--- config.mk ---
export PLATFORM = sky130hd
export DESIGN_NAME = jtag_scan_seq
export DESIGN_NICKNAME = d
export VERILOG_FILES = /design/src/rtl/jtag_seq_pkg.sv /design/src/rtl/jtag_seq_shreg.sv /design/src/rtl/jtag_scan_seq.sv
export SDC_FILE = /design/constraint.sdc
export NUM_CORES = 1
export LEC_CHECK = 0
export CELL_PAD_IN_SITES_DETAIL_PLACEMENT = 1
export CELL_PAD_IN_SITES_GLOBAL_PLACEMENT = 1
export CORE_UTILIZATION = 40
export DETAILED_ROUTE_END_ITERATION = 10
export PLACE_DENSITY = 0.79
export REMOVE_ABC_BUFFERS = 1
export SLEW_MARGIN = 20
export SYNTH_ARGS = -nofsm -noshare
export SYNTH_HDL_FRONTEND = slang
export SYNTH_SLANG_ARGS = --single-unit
--- constraint.sdc ---
create_clock -name tck -period 6.1 [get_ports tck]
set_input_delay 1.22 -clock tck [delete_from_list [all_inputs] [get_ports tck]]
set_output_delay 1.22 -clock tck [all_outputs]
set_load 0.02 [all_outputs]
--- src/rtl/jtag_seq_pkg.sv ---
// jtag_seq_pkg: shared types and constants for the on-chip JTAG scan sequencer.
// Opcodes match the tap_main instruction decode.
package jtag_seq_pkg;

    typedef enum logic [3:0] {
        ST_IDLE,
        ST_PRE,
        ST_SEL_DR1,
        ST_SEL_IR,
        ST_CAP_IR,
        ST_ENT_SIR,
        ST_SHIFT_IR,
        ST_UPD_IR,
        ST_SEL_DR2,
        ST_CAP_DR,
        ST_ENT_SDR,
        ST_SHIFT_DR,
        ST_UPD_DR,
        ST_RTI
    } seq_state_t;

    localparam logic [5:0] IR_IDCODE = 6'h01;
    localparam logic [5:0] IR_LED    = 6'h02;
    localparam logic [5:0] IR_BYPASS = 6'h3F;

    // Fixed cycles per scan on top of the IR and DR shift lengths.
    localparam int SEQ_OVERHEAD = 10;
    // Preamble length: five TMS=1 cycles to reach Test-Logic-Reset, one TMS=0 into Run-Test/Idle.
    localparam int PRE_LEN = 6;

endpackage

--- src/rtl/jtag_seq_shreg.sv ---
// jtag_seq_shreg: DR shift register for the scan sequencer.
// Parallel-loads the write data, shifts it out LSB first while TDO enters at the
// top bit, then right-justifies the captured bits into the read-data register.
module jtag_seq_shreg #(
    parameter int DR_MAX = 32,
    parameter int LEN_W  = 6
) (
    input  logic              tck,
    input  logic              trst_n,
    input  logic              load,
    input  logic [DR_MAX-1:0] wdata,
    input  logic              shift,
    input  logic              sin,
    input  logic              justify,
    input  logic [LEN_W-1:0]  shamt,
    output logic              sout_nx,
    output logic [DR_MAX-1:0] pout
);

    logic [DR_MAX-1:0] sr;

    // Serial bit that will be presented after this edge; lets TDI be registered
    // without lagging the shift by a cycle.
    assign sout_nx = load ? wdata[0] : (shift ? sr[1] : sr[0]);

    // Shift register: load write data, then shift right with TDO entering at the MSB.
    always_ff @(posedge tck or negedge trst_n) begin
        if (!trst_n) begin
            sr <= '0;
        end else if (load) begin
            sr <= wdata;
        end else if (shift) begin
            sr <= {sin, sr[DR_MAX-1:1]};
        end
    end

    // Read data only changes on the justify step; holds otherwise.
    always_ff @(posedge tck or negedge trst_n) begin
        if (!trst_n) begin
            pout <= '0;
        end else if (justify) begin
            pout <= sr >> shamt;
        end
    end

endmodule

--- src/rtl/jtag_scan_seq.sv ---
// jtag_scan_seq: drives tap_main TMS/TDI for one IR load plus one DR scan,
// returning to Run-Test/Idle and handing back the TDO bits in parallel.
// Optional build macro JTAG_SEQ_TLR_PRE_EN: prefix every scan with a
// TLR-then-RTI preamble so the TAP may start from any state.
//
// state       | meaning
// ------------+---------------------------------------------------
// ST_IDLE     | TAP parked in Run-Test/Idle, waiting for start
// ST_PRE      | preamble: TMS=1 x5 then TMS=0 (macro builds only)
// ST_SEL_DR1  | RTI -> Select-DR
// ST_SEL_IR   | Select-DR -> Select-IR
// ST_CAP_IR   | Select-IR -> Capture-IR
// ST_ENT_SIR  | Capture-IR -> Shift-IR
// ST_SHIFT_IR | IR bits out on TDI, TMS=1 on the last bit
// ST_UPD_IR   | Exit1-IR -> Update-IR
// ST_SEL_DR2  | Update-IR -> Select-DR
// ST_CAP_DR   | Select-DR -> Capture-DR
// ST_ENT_SDR  | Capture-DR -> Shift-DR
// ST_SHIFT_DR | DR bits out on TDI, TDO sampled, TMS=1 on the last bit
// ST_UPD_DR   | Exit1-DR -> Update-DR
// ST_RTI      | Update-DR -> RTI, read data right-justified
module jtag_scan_seq
    import jtag_seq_pkg::*;
#(
    parameter int IR_WIDTH = 6,
    parameter int DR_MAX   = 32,
    parameter int LEN_W    = 6
) (
    input  logic                tck,
    input  logic                trst_n,
    input  logic                start,
    input  logic [IR_WIDTH-1:0] ir_value,
    input  logic [LEN_W-1:0]    dr_len,
    input  logic [DR_MAX-1:0]   dr_wdata,
    input  logic                tdo_i,
    output logic                tms_o,
    output logic                tdi_o,
    output logic                ready,
    output logic                busy,
    output logic                done,
    output logic                err,
    output logic [DR_MAX-1:0]   dr_rdata
);

    localparam int CNT_W = ($clog2(IR_WIDTH) > LEN_W) ? $clog2(IR_WIDTH) : LEN_W;
    localparam logic [CNT_W-1:0] IR_LOAD  = CNT_W'(IR_WIDTH - 1);
    localparam logic [LEN_W-1:0] DR_MAX_L = LEN_W'(DR_MAX);
`ifdef JTAG_SEQ_TLR_PRE_EN
    localparam logic [CNT_W-1:0] PRE_LOAD = CNT_W'(PRE_LEN - 1);
`endif

    seq_state_t          state, state_nx;
    logic [CNT_W-1:0]    cnt, cnt_nx;
    logic [IR_WIDTH-1:0] ir_sh, ir_sh_nx;
    logic [LEN_W-1:0]    len_q, len_nx;
    logic                awake;
    logic                tms_nx, tdi_nx, ready_nx, busy_nx, done_nx, err_nx;
    logic                sr_load, sr_shift, sr_justify, sr_sout_nx;
    logic                len_ok, accept, reject;

    assign len_ok = (dr_len != '0) && (dr_len <= DR_MAX_L);
    assign accept = ready && start && len_ok;
    assign reject = ready && start && !len_ok;

    // Next-state, counter and shift control; TMS/TDI are derived from the
    // next state so the registered pins line up with the state they belong to.
    always_comb begin
        state_nx   = state;
        cnt_nx     = cnt;
        ir_sh_nx   = ir_sh;
        len_nx     = len_q;
        sr_load    = 1'b0;
        sr_shift   = 1'b0;
        sr_justify = 1'b0;
        done_nx    = 1'b0;
        err_nx     = 1'b0;

        case (state)
            ST_IDLE: begin
                if (accept) begin
                    ir_sh_nx = ir_value;
                    len_nx   = dr_len;
                    sr_load  = 1'b1;
`ifdef JTAG_SEQ_TLR_PRE_EN
                    state_nx = ST_PRE;
                    cnt_nx   = PRE_LOAD;
`else
                    state_nx = ST_SEL_DR1;
`endif
                end else if (reject) begin
                    err_nx = 1'b1;
                end
            end
            ST_PRE: begin
                if (cnt == '0) state_nx = ST_SEL_DR1;
                else           cnt_nx   = cnt - 1'b1;
            end
            ST_SEL_DR1: state_nx = ST_SEL_IR;
            ST_SEL_IR:  state_nx = ST_CAP_IR;
            ST_CAP_IR:  state_nx = ST_ENT_SIR;
            ST_ENT_SIR: begin
                state_nx = ST_SHIFT_IR;
                cnt_nx   = IR_LOAD;
            end
            ST_SHIFT_IR: begin
                ir_sh_nx = ir_sh >> 1;
                if (cnt == '0) state_nx = ST_UPD_IR;
                else           cnt_nx   = cnt - 1'b1;
            end
            ST_UPD_IR:  state_nx = ST_SEL_DR2;
            ST_SEL_DR2: state_nx = ST_CAP_DR;
            ST_CAP_DR:  state_nx = ST_ENT_SDR;
            ST_ENT_SDR: begin
                state_nx = ST_SHIFT_DR;
                cnt_nx   = CNT_W'(len_q - 1'b1);
            end
            ST_SHIFT_DR: begin
                sr_shift = 1'b1;
                if (cnt == '0) state_nx = ST_UPD_DR;
                else           cnt_nx   = cnt - 1'b1;
            end
            ST_UPD_DR: state_nx = ST_RTI;
            ST_RTI: begin
                sr_justify = 1'b1;
                done_nx    = 1'b1;
                state_nx   = ST_IDLE;
            end
            default: state_nx = ST_IDLE;
        endcase

        case (state_nx)
            ST_SEL_DR1, ST_SEL_IR, ST_UPD_IR, ST_SEL_DR2, ST_UPD_DR: tms_nx = 1'b1;
            ST_SHIFT_IR, ST_SHIFT_DR: tms_nx = (cnt_nx == '0);
            ST_PRE:                   tms_nx = (cnt_nx != '0);
            default:                  tms_nx = 1'b0;
        endcase

        if (state_nx == ST_SHIFT_IR)      tdi_nx = ir_sh_nx[0];
        else if (state_nx == ST_SHIFT_DR) tdi_nx = sr_sout_nx;
        else                              tdi_nx = 1'b0;

        ready_nx = awake && (state_nx == ST_IDLE);
        busy_nx  = (state_nx != ST_IDLE);
    end

    // State and registered outputs; awake holds ready low for the first
    // edge after reset so the TAP sees one TMS=0 cycle into Run-Test/Idle.
    always_ff @(posedge tck or negedge trst_n) begin
        if (!trst_n) begin
            state <= ST_IDLE;
            cnt   <= '0;
            ir_sh <= '0;
            len_q <= '0;
            awake <= 1'b0;
            tms_o <= 1'b0;
            tdi_o <= 1'b0;
            ready <= 1'b0;
            busy  <= 1'b0;
            done  <= 1'b0;
            err   <= 1'b0;
        end else begin
            state <= state_nx;
            cnt   <= cnt_nx;
            ir_sh <= ir_sh_nx;
            len_q <= len_nx;
            awake <= 1'b1;
            tms_o <= tms_nx;
            tdi_o <= tdi_nx;
            ready <= ready_nx;
            busy  <= busy_nx;
            done  <= done_nx;
            err   <= err_nx;
        end
    end

    jtag_seq_shreg #(
        .DR_MAX (DR_MAX),
        .LEN_W  (LEN_W)
    ) u_shreg (
        .tck     (tck),
        .trst_n  (trst_n),
        .load    (sr_load),
        .wdata   (dr_wdata),
        .shift   (sr_shift),
        .sin     (tdo_i),
        .justify (sr_justify),
        .shamt   (DR_MAX_L - len_q),
        .sout_nx (sr_sout_nx),
        .pout    (dr_rdata)
    );

endmodule

==> impl_metrics.tcl <==
set metrics [dict create \
    min_period_over_period_pct 63.3 \
    dp_cells 828 \
    synth-edff-count 0 \
    die_area_um2 14500 \
    clockRootBuffer "clkbuf_16" \
    place_congestion 0.867 \
    postCtsSetupBuffers 0 \
    htree_levels 3 \
    synthMuxAreaShare_pct 13.1 \
    max_freq_mhz 259 \
    worst_slack_ns 2.24 \
    nets 713 \
    portBuffers 85 \
    yosys.area_share.adder_pct 0.626 \
    fillerInstances 1573 \
    power_frac_comb_pct 55.3 \
    grt_use_total_pct 23.7 \
    cts_resized 0 \
    drtPass1Iterations 5 \
    antenna_found_initial 0 \
    p_int_mw 2.08 \
    status "finished clean" \
    wl_mm 16.3 \
    hold_path_depth 2 \
    rr_startpoint "len_q[0]$_DFFE_PN0P_" \
    yosys.area_share.simple_pct 19.2 \
    critical_path_required_ns 6.38 \
    syn_area_per_cell_um2 9.27 \
    min_period_ns 3.86 \
    synthArstFlopShare_pct 100 \
    ant_nets 0 \
    n_antenna_cell 0 \
    drive_gt1_share_pct 10.3 \
    r2r-end "tms_o$_DFF_PN0_" \
    instances_no_fill 844 \
    syn_area_um2 5600 \
    post_drt_wl_per_cell_um 19.3 \
    synth_compound_area_share_pct 20.0 \
    drc 0 \
    rows 42 \
    clkSlewWorstSetupHoldPaths_ns 0.07 \
    overflow 0 \
    drv_slew 0 \
    postSynthCellCount 604 \
    cts.sinks 93 \
    grt_max_degree 53 \
    min-delay-start "u_shreg.pout[31]$_DFFE_PN0P_" \
    p_sw_share_pct 46.3 \
    synth_ff_type "dfrtp_1" \
    maxCapViolCount 0 \
    synth.top_cell.area_share_pct 41.6 \
    cts_made_buffers 9 \
    ctsHoldBuffers 0 \
    hold_viol 0 \
    synth_top_family_by_area "compound AO/OA/AOI/OAI gates" \
    max-vdd-ir-drop_uv 202 \
    max_stage_delay_ns 0.64 \
    hpwl_mm 11.4 \
    switching_power_mw 1.79 \
    crit_path_start_kind "flip-flop" \
    timing_worst_setup_path_type "reg2reg" \
    r2r_slack_ns 2.24 \
    yosysTopAreaCell "dfrtp_1" \
    synth_xor_area_share_pct 1.25 \
    cts_tree "yes" \
    crit_path_top_delay_cell "clkinv_1" \
    crit_fanout 40 \
    start_util_pct 41.6 \
    fin_setup_tns_ns 0 \
    clkPwrFrac_pct 15.8 \
    grt_pass1_vias 4990 \
    critPathCaptureType "flip-flop" \
    arrival_ns 4.14 \
    p_leak_nw 3.01 \
    path_cells "buf_4 > clkinv_1 > ha_1 > buf_4 > nand4b_1 > nand4_1 > a21oi_1 > a2bb2oi_1 > or4_1 > nor3_2 > mux2i_1" \
    power_density_nw_per_um2 561 \
    r2r_cells 11 \
    synth-seq-cells 93 \
    coreArea_um2 13500 \
    critPathMostFrequentCell "buf_4" \
    seqPwrFrac_pct 28.9 \
    synth_area_leaders "dfrtp_1, nand2_1, a22oi_1, mux4_2, mux2i_1" \
    holdPathEnd "u_shreg.pout[31]$_DFFE_PN0P_" \
    clockBufferDepth 2 \
    ys_warn_count 0 \
    area_delta_synth_final_pct 23.1 \
    die_w_um 120 \
    relSlewSlack_pct 45.2 \
    pin_count 86 \
    rsz0062_at_grt "no" \
    grt_pass1_wl_mm 27.0 \
    tightestPinTransition_ns 0.821 \
    vias 4920 \
    yosysSeqAreaShare_pct 41.6 \
    clk_latency_ns 0.36 \
    final-setup-viol-count 0 \
    skew_ns 0.00766 \
    drt_iter0_drc 259 \
    via_per_inst 5.83 \
    preCtsSetupSlack_ns 2.17 \
    die_h_um 120 \
    synth.distinct_cells 65 \
    hp-class "reg2reg" \
    hold_ws_ns 0.477 \
]
-- power by group through the flow --
stage	clock network [mW]	logic [mW]	registers (mW)
after CTS	0.621	2.14	1.12
final	0.611	2.14	1.12
after floorplan	0	1.41	1.13
after detailed placement	0	2.12	1.13
after global routing	0.644	2.33	1.16
after global placement	0	2.06	1.11
-- cells by family (layout without fill, tap and decap cells) --
group / after synthesis / in the layout
adder cells (fa/ha/maj): 3 / 3
flip-flops: 93 / 93
buffers and inverters: 56 / 120
other: 1 / 1
AND/OR/NAND/NOR: 231 / 231
AO/OA/AOI/OAI: 158 / 158
XOR/XNOR: 8 / 8
multiplexers: 54 / 54
-- final cells by class --
| cell class | instances | area [um2] | share of cell area [%] |
|---|---|---|---|
| Clock buffer | 10 | 229 | 3.32 |
| Clock inverter | 6 | 87.6 | 1.27 |
| Inverter | 8 | 30.0 | 0.436 |
| Multi-Input combinational cell | 455 | 3070 | 44.5 |
| Sequential cell | 93 | 2330 | 33.8 |
| Tap cell | 176 | 220 | 3.19 |
| Timing Repair Buffer | 96 | 931 | 13.5 |
-- synth_stat cells (4+ instances only) --
library cell / number
dfrtp_1: 93
mux2i_1: 27
and2_1: 4
nor2_1: 23
buf_2: 15
clkbuf_1: 27
mux4_2: 14
xnor2_1: 5
a211oi_1: 7
buf_1: 5
a21oi_1: 25
inv_1: 7
nand2b_1: 6
mux2_2: 13
o211ai_1: 18
o21ai_0: 21
a22oi_1: 47
nor2b_1: 9
nand2_1: 142
a22o_1: 10
nand3_1: 17
-- placed cells by master (no fill, tap or decap), types with 3 or more instances in the layout --
master	Yosys	final
a211oi_1	7	7
a21o_1	3	3
a21oi_1	25	25
a22o_1	10	10
a22oi_1	47	47
and2_1	4	4
buf_4	0	12
clkbuf_16	0	9
clkdlybuf4s50_1	0	84
clkinvlp_4	0	3
dfrtp_1	93	93
inv_1	7	7
mux2_2	13	13
mux2i_1	27	27
mux4_2	14	14
nand2_1	142	142
nand2b_1	6	6
nand3_1	17	17
nand4_1	3	3
nor2_1	23	22
nor2b_1	9	9
o211ai_1	18	18
o21ai_0	21	21
o21ai_1	3	3
or3_1	3	3
xnor2_1	5	5
-- metrics by stage --
stage	util [%]	power (mW)	area (um2)
floorplan	-	2.54	5390
global placement	48.9	3.16	6570
detailed placement	48.9	3.24	6580
CTS	51.2	3.87	6890
global route	51.2	4.14	6890
finish	51.2	3.87	6890
-- state kept, by name, summed over array words and instances, names as in the netlist --
name          count
len_q             6
cnt               6
busy              1
state             4
tms_o             1
ir_sh             6
done              1
u_shreg.sr       32
awake             1
ready             1
u_shreg.pout     32
err               1
tdi_o             1
-- per-layer routing --
metal  vias to the layer above  track usage (%)  share of wire, %
met5                         -                0                 0
met3                        15             3.40               4.0
met2                       110             37.7                48
li1                       2308                -                 -
met4                         0             7.25               1.4
met1                      2487             33.5                47
-- worst max path at each step --
| stage | startpoint | to | slack [ns] | cells after the start |
|---|---|---|---|---|
| 6_report | len_q[0]$_DFFE_PN0P_ | tms_o$_DFF_PN0_ | 2.24 | 11 |
| 5_1_grt | len_q[0]$_DFFE_PN0P_ | tms_o$_DFF_PN0_ | 1.96 | 11 |
| 4_1_cts | len_q[0]$_DFFE_PN0P_ | tms_o$_DFF_PN0_ | 2.24 | 11 |
| 3_5_place_dp | dr_len[4] | tdi_o$_DFF_PN0_ | 2.17 | 9 |
| 3_3_place_gp | dr_len[4] | tdi_o$_DFF_PN0_ | 2.12 | 8 |
| 2_1_floorplan | dr_len[4] | tdi_o$_DFF_PN0_ | 1.13 | 7 |
-- critical path, delay by kind of cell (launching register included) --
kind / cells / cell delay [ns]
buf+inv: 3 / 1.44
flops: 1 / 0.33
simple gates: 4 / 1.01
compound gates: 2 / 0.24
mux: 1 / 0.20
fa+ha+maj: 1 / 0.53
Note: power is estimated with default switching activity, not from simulation.
